--- src/rtl/condicionador_botoes.sv ---
// condicionador_botoes: push-button input stage for the game.
// Two-FF synchroniser, debounce FSM, one accepted press per press/release
// cycle, registered jogada with a single-cycle tem_jogada pulse.
// Optional build macro REJEITA_MULTIPLO_EN: when defined, a multi-button press
// produces no pulse and leaves jogada unchanged; when undefined, the
// lowest-index pressed button wins. erro_multiplo is set in both builds.
module condicionador_botoes #(
  parameter int unsigned DEBOUNCE_CICLOS = 20,
  parameter int unsigned CW              = 5
) (
  input  logic       clock,
  input  logic       reset,
  input  logic       habilita,
  input  logic [3:0] botoes,
  output logic [3:0] jogada,
  output logic       tem_jogada,
  output logic       erro_multiplo,
  output logic [2:0] db_estado
);

  localparam int unsigned NB      = 4;
  localparam logic [CW-1:0] CNT_FIM = CW'(DEBOUNCE_CICLOS - 1);

  typedef enum logic [2:0] {
    OCIOSO      = 3'b000,
    FILTRA      = 3'b001,
    ACEITA      = 3'b010,
    PRESSIONADO = 3'b011,
    SOLTA       = 3'b100
  } estado_t;

  estado_t       estado, estado_d;
  logic [NB-1:0] sync1, botoes_s;
  logic [NB-1:0] amostra, amostra_d;
  logic [CW-1:0] cnt, cnt_d;
  logic [NB-1:0] jogada_d;
  logic          tem_jogada_d;
  logic          erro_d;
  logic          multiplo_c;
  logic [NB-1:0] menor_bit_c;

  // Two-stage synchroniser for the asynchronous buttons
  always_ff @(posedge clock or posedge reset) begin
    if (reset) begin
      sync1    <= '0;
      botoes_s <= '0;
    end else begin
      sync1    <= botoes;
      botoes_s <= sync1;
    end
  end

  // More than one button in the captured sample, and its lowest set bit
  assign multiplo_c  = (amostra & NB'(amostra - NB'(1))) != '0;
  assign menor_bit_c = amostra & NB'(~amostra + NB'(1));

  // State, counter, sample and registered outputs
  always_ff @(posedge clock or posedge reset) begin
    if (reset) begin
      estado        <= OCIOSO;
      cnt           <= '0;
      amostra       <= '0;
      jogada        <= '0;
      tem_jogada    <= 1'b0;
      erro_multiplo <= 1'b0;
    end else begin
      estado        <= estado_d;
      cnt           <= cnt_d;
      amostra       <= amostra_d;
      jogada        <= jogada_d;
      tem_jogada    <= tem_jogada_d;
      erro_multiplo <= erro_d;
    end
  end

  // Next-state and next-output logic; outputs are loaded on entry to ACEITA
  // so that they are valid during the ACEITA cycle
  always_comb begin
    estado_d     = estado;
    cnt_d        = cnt;
    amostra_d    = amostra;
    jogada_d     = jogada;
    tem_jogada_d = 1'b0;
    erro_d       = erro_multiplo;
    case (estado)
      OCIOSO: begin
        if (botoes_s != '0) begin
          estado_d  = FILTRA;
          amostra_d = botoes_s;
          cnt_d     = '0;
        end
      end
      FILTRA: begin
        if (botoes_s != amostra) begin
          estado_d = OCIOSO;
        end else if (cnt == CNT_FIM) begin
          estado_d = ACEITA;
          if (multiplo_c) begin
            erro_d = 1'b1;
          end
`ifdef REJEITA_MULTIPLO_EN
          if (habilita && !multiplo_c) begin
            tem_jogada_d = 1'b1;
            jogada_d     = amostra;
          end
`else
          if (habilita) begin
            tem_jogada_d = 1'b1;
            jogada_d     = menor_bit_c;
          end
`endif
        end else begin
          cnt_d = CW'(cnt + CW'(1));
        end
      end
      ACEITA: begin
        estado_d = PRESSIONADO;
      end
      PRESSIONADO: begin
        if (botoes_s == '0) begin
          estado_d = SOLTA;
          cnt_d    = '0;
        end
      end
      SOLTA: begin
        if (botoes_s != '0) begin
          estado_d = PRESSIONADO;
        end else if (cnt == CNT_FIM) begin
          estado_d = OCIOSO;
        end else begin
          cnt_d = CW'(cnt + CW'(1));
        end
      end
      default: begin
        estado_d = OCIOSO;
      end
    endcase
  end

  assign db_estado = estado;

endmodule

--- config.mk ---
export PLATFORM = sky130hd
export DESIGN_NAME = condicionador_botoes
export DESIGN_NICKNAME = d
export VERILOG_FILES = /design/src/rtl/condicionador_botoes.sv
export SDC_FILE = /design/constraint.sdc
export NUM_CORES = 1
export LEC_CHECK = 0
export ABC_AREA = 0
export BUFFER_PORTS_ARGS = -buffer_cell sky130_fd_sc_hd__buf_2
export CAP_MARGIN = 10
export CORE_MARGIN = 3
export CORE_UTILIZATION = 59
export DETAILED_ROUTE_END_ITERATION = 10
export PLACE_DENSITY = 0.93
export SETUP_SLACK_MARGIN = 0.05
export SYNTH_ARGS = -nofsm -noshare
export SYNTH_HDL_FRONTEND = slang
export SYNTH_SLANG_ARGS = --single-unit
--- constraint.sdc ---
create_clock -name clock -period 3.2 [get_ports clock]
set_input_delay 0 -clock clock [delete_from_list [all_inputs] [get_ports clock]]
set_output_delay 0 -clock clock [all_outputs]
set_load 0.1 [all_outputs]
==> impl_results.md, run 1 <==
* P_sw at 324 uW
* Leak at 0.661 nW
* Worst-margin pin slew at 904 ps
* CTS buffer count at 3
* WP data arrival at 2300 ps
* WP data required at 3410 ps
* Crit path from: botoes_s[0]
* Worst Hold Launch: habilita
* CTS max path bufs at 2
* Post-Syn Area at 0.00117 mm2
* Post-synthesis sequential area ratio at 55.4%
* Synth top area share at 55.4%
* Total congestion overflow at 0
* Placed Instances at 138
* Die height at 50.6 um
* Clk pwr share at 18.1%
* MaxCap Viol Count at 0
* Routed length per instance at 15.0 um
* Ys Warns at 0
* Nets at 131
* Wirelength, routed at 2200 um
* Core area at 0.00180 mm2
* Share of layout cells above drive strength 1 at 23.0%
* TNS Setup at 0 ps
* Drt first-iter violations at 10
* Ant diodes at 0
* Place WS at 1200 ps
* Port Buf Inserts at 15
* Die footprint at 0.00256 mm2
* Max Fclk at 479 MHz
* Initial antenna violation count at 0
* Fillers at 138
* Vias/cell at 5.81
* Detailed Place HPWL at 1640 um
* Pwr dens at 655 mW/mm2
* #FFs+latches synth at 26
* Period minus WS final at 2090 ps
* Antenna-violating nets left at 0
* Critical Path Sink Type: flop
* RSZ-0062 raised after global routing: false
* HP Class: in2reg
* CTS resizes at 0
* Sequential cell area at 651 um2
* Post-route design area at 0.00136 mm2
* Critical path fanouts, max at 5
* Clock skew at 1.53 ps
* CP startpoint kind: flop
* Post-synth top area cell: dfrtp_1
* Max-slew headroom at 39.7%
* Initial core utilization at 65.2%
* Vias at 854
* Clk_lat worst skew at 320 ps
* Sequential power share at 50.2%
* Final Max Slew Viols at 0
* First-pass GRT wire length at 3840 um
* Outcome: finished clean
* Final hold viol count at 0
* Setup ws final at 1110 ps
* H-tree levels at 1
* Area of the multi-input gates at 499 um2
* Largest net degree at the start of global routing at 27
* Vias in the first global route at 858
* Pre-antenna DRT Iters at 4
* Clock transition at the registers of the reported paths at 130 ps
* Drt drc at 0
* Final RePlAce weighted congestion at 0.867
* Post-Layout Cell Count at 147
* Post-synth cell types at 38
* Power Internal at 566 uW
* Switching share of power at 36.4%
* Crit share post-route at 65.3%
* Logic pwr share at 31.7%
* Die X at 50.6 um
* Io pins at 16
* Setup CP Type: reg2reg
* Ranking of synthesized cells by area: dfrtp_1 (55%), mux2_2 (5.8%), xnor2_1 (3.0%)
* Final core utilization at 75.3%
* Clock Sinks at 26
* Hold_ws at 25.8 ps
* CTS tree: yes
* Root buf cell: clkbuf_4
* Max VDD drop at 0.466 mV
* Total Power at 890 uW
* Post-DP Area at 0.00127 mm2
* Syn Nets at 108
* Tot GR Track Use at 20.2%
* Reg2Reg Launch Point: botoes_s[0]
* Row count at 15
* Synth Instances at 100
* Area growth, synth to finish at 15.5%
* Mean Syn Cell Area at 11.7 um2
* # setup viols final at 0
-- path summary, 6_finish.rpt --
kind	endpoint	cells after the start	slack, ps
worst max register to register	cnt[2]	5	1110
worst min register to register	botoes_s[3]	0	370
worst max-delay path	cnt[2]	5	1110
worst min-delay path	tem_jogada	2	30
max in group asynchronous	jogada[1]	3	2240
min in group asynchronous	botoes_s[1]	3	410
-- power groups by stage --
stage | clock network [mW] | logic [mW] | registers, mW
floorplan | 0 | 0.195 | 0.472
global placement | 0 | 0.268 | 0.443
detailed placement | 0 | 0.275 | 0.451
CTS | 0.165 | 0.281 | 0.444
global route | 0.176 | 0.303 | 0.456
finish | 0.161 | 0.282 | 0.447
-- synth_stat cells, drive strengths merged --
cell and number:
a211o 1, a211oi 1, a21bo 1, a21o 1, a21oi 2, a221o 1, a22o 2, a2bb2oi 1
a31oi 1, and3 2, and3b 2, buf 2, dfrtp 26, ha 1, inv 4, maj3 1
mux2 6, mux2i 1, nand2 3, nand2b 4, nand3 6, nand3b 1, nand4 1, nand4bb 1
nor2 4, nor2b 3, nor3 5, nor3b 3, nor4 1, nor4b 1, o211ai 1, o21ai 2
o2bb2ai 1, o311a 1, o31ai 1, or4 1, xnor2 4
-- sequential cells by signal (all words and copies together), names as in the netlist --
register	count
amostra	4
botoes_s	4
cnt	5
db_estado	3
erro_multiplo	1
jogada	4
sync1	4
tem_jogada	1
-- cells by family after synthesis --
| logic type | count (synthesis) | share of synthesized area (%) |
|---|---|---|
| simple gates | 38 | 19.9 |
| fa+ha+maj | 2 | 1.92 |
| flops | 26 | 55.4 |
| xor+xnor | 4 | 2.98 |
| buf+inv | 6 | 2.13 |
| compound gates | 17 | 11.1 |
| mux | 7 | 6.60 |
-- final cells by class --
class	count	area share, %
clock buffer	4	2.67
inverter	4	1.11
multi-input combinational	68	36.8
sequential	26	47.9
tap	25	2.30
timing repair buffer	20	9.22
-- layout by cell type (no fill, tap or decap), drive strengths merged, types with 2 or more instances in the layout --
cell	netlist	routed
dfrtp	26	26
buf	2	15
mux2	6	6
nand3	6	6
dlygate4sd3	0	5
nor3	5	5
xnor2	4	4
nor2	4	4
nand2b	4	4
inv	4	4
clkbuf	0	4
nor2b	3	3
nand2	3	3
nor3b	3	3
and3b	2	2
and3	2	2
a22o	2	2
a21oi	2	2
o21ai	2	2
-- repair_timing --
item / CTS / global route
setup buffers: 0 / 0
endpoints found under the hold margin: 30 / 0
hold buffers: 5 / 0
endpoints found under the setup margin: 0 / 0
-- layer usage --
metal  up-vias  wire length (um)  track usage, %  part of all wire (%)
met5         -                 0               0                     0
met3         4                70            3.56                   3.2
met4         0                39            9.42                   1.8
met2        17              1110            34.3                    50
li1        409                 -               -                     -
met1       424               981            24.9                    45
-- worst max-delay path: stages, from the launching register on --
cell     delay (ps)
dfrtp_1         440
nor4_1          710
nand3_1         160
o311a_1         170
nor2b_1         150
a221o_1         360
Power figures use the tool's default switching activity.
==> inputs of run 2 (changes only) <==
CORE_UTILIZATION = 55   (was 59)
PLACE_DENSITY = 0.88   (was 0.93)
clock period = 1.99 ns   (was 3.2 ns; I/O delays follow)
==> run 2 against run 1 <==
Net effect: sequential power rose by 57%; maximum frequency rose by 12%; first-iteration DRC count rose to 2.6 times the previous value; critical path type unchanged; largest cell class unchanged.
==> impl_results.md, run 2 (synthesized netlist as in run 1, its figures left out) <==
* Max-slew headroom at 53.7%
* Clk pwr share at 22.5%
* Fillers at 149
* CP max-delay cell: or4_4
* Clock transition at the registers of the reported paths at 140 ps
* Critical path fanouts, max at 4
* Nets at 142
* Vias/cell at 5.78
* CTS buffer count at 3
* WP data required at 2220 ps
* Crit share post-route at 93.9%
* Clock skew at 6.85 ps
* Area of the multi-input gates at 499 um2
* Setup ws final at 121 ps
* Clk_lat worst skew at 330 ps
* DRT met1 WL at 1030 um
* Switching share of power at 34.4%
* Final core utilization at 73.3%
* Largest register FFs at 5
* Detailed Place HPWL at 1770 um
* Sequential cell area at 659 um2
* HP Class: in2reg
* TNS Setup at 0 ps
* Clock Sinks at 26
* Outcome: finished clean
* Initial core utilization at 58.7%
* H-tree levels at 1
* Leak at 0.717 nW
* Wire length on met2 at 1380 um
* Worst-margin pin slew at 694 ps
* Drt first-iter violations at 26
* Wirelength, routed at 2560 um
* Pwr dens at 1100 mW/mm2
* Share of layout cells above drive strength 1 at 31.6%
* Vias at 924
* MaxCap Viol Count at 0
* Root buf cell: clkbuf_4
* Die X at 52.2 um
* First-pass GRT wire length at 3990 um
* Area growth, synth to finish at 24.9%
* Initial antenna violation count at 0
* Final Max Slew Viols at 0
* Final RePlAce weighted congestion at 0.858
* WP data arrival at 2100 ps
* Period minus WS final at 1870 ps
* # setup viols final at 0
* Total congestion overflow at 0
* P_sw at 553 uW
* Port Buf Inserts at 15
* Ant diodes at 0
* Routed length per instance at 16.0 um
* CTS resizes at 0
* CP Cell Sequence: or4_4, o311a_1, nor2b_1, a221o_1
* WL met3 at 112 um
* Max VDD drop at 0.709 mV
* Drt drc at 0
* Tot GR Track Use at 20.4%
* Largest net degree at the start of global routing at 20
* CTS tree: yes
* CP startpoint kind: flop
* Commonest non-fill, non-tap cell in the layout: dfrtp_1
* CTS max path bufs at 2
* Max stage delay on crit path at 560 ps
* Die height at 52.2 um
* Core area at 0.00200 mm2
* Setup CP Type: reg2reg
* Final hold viol count at 0
* Power Internal at 1.06 mW
* Io pins at 16
* Critical Path Sink Type: flop
* RSZ-0062 raised after global routing: true
* Pre-antenna DRT Iters at 4
* Logic pwr share at 33.9%
* Max Fclk at 535 MHz
* Sequential power share at 43.6%
* Antenna-violating nets left at 0
* Place WS at 95.4 ps
* Total Power at 1.61 mW
* Die footprint at 0.00273 mm2
* Most flops, register: cnt
* Vias in the first global route at 924
* Row count at 16
* Leading cell types in the layout, fill and taps excluded: dfrtp_1 (23), buf_2 (15), buf_4 (11)
* Top sig layer: met4
run 2: layout make-up:
class / instances / area share, %
Sequential cell: 26 / 44.9
Inverter: 4 / 1.02
Tap cell: 27 / 2.30
Multi-Input combinational cell: 68 / 34.0
Timing Repair Buffer: 31 / 14.2
Clock buffer: 3 / 1.53
Clock inverter: 1 / 2.05
run 2: repair_timing:
action / CTS / global route
hold endpoints to repair: 21 / 0
setup buffers: 0 / 2
hold buffers: 5 / 0
endpoints found under the setup margin: 0 / 1
run 2: final timing paths:
path	startpoint	end	slack, ps	depth (start not counted)
hold reg to reg	sync1[0]	botoes_s[0]	360	0
hold / removal	habilita	tem_jogada	50	2
min in group asynchronous	reset	cnt[0]	310	3
setup reg to reg	botoes_s[3]	cnt[2]	120	4
max in group asynchronous	reset	amostra[2]	1130	4
setup / recovery	botoes_s[3]	cnt[2]	120	4
run 2: worst max-delay path, delay by kind of cell (launching register included):
kind / cells / cell delay [ps]
simple gates: 2 / 690
flops: 1 / 440
compound gates: 2 / 650
run 2: routing by layer:
| layer | up-vias | GRT usage (%) |
|---|---|---|
| li1 | 432 | - |
| met1 | 460 | 23.7 |
| met2 | 26 | 36.8 |
| met3 | 6 | 3.42 |
| met4 | 0 | 8.51 |
| met5 | - | 0 |
run 2: per-stage QoR:
stage / instances / area [um2] / hold WS (ps)
floorplan: 100 / 1180 / 31.4
global placement: 149 / 1350 / 107
detailed placement: 149 / 1350 / 109
CTS: 158 / 1450 / 45.4
global route: 160 / 1470 / 31.9
finish: 160 / 1470 / 47.6
run 2: power by group through the flow:
| stage | Clock (mW) | Sequential [mW] | Combinational (mW) |
|---|---|---|---|
| finish | 0.362 | 0.703 | 0.546 |
| global route | 0.392 | 0.714 | 0.584 |
| CTS | 0.365 | 0.698 | 0.534 |
| detailed placement | 0 | 0.708 | 0.524 |
| floorplan | 0 | 0.768 | 0.312 |
| global placement | 0 | 0.701 | 0.506 |
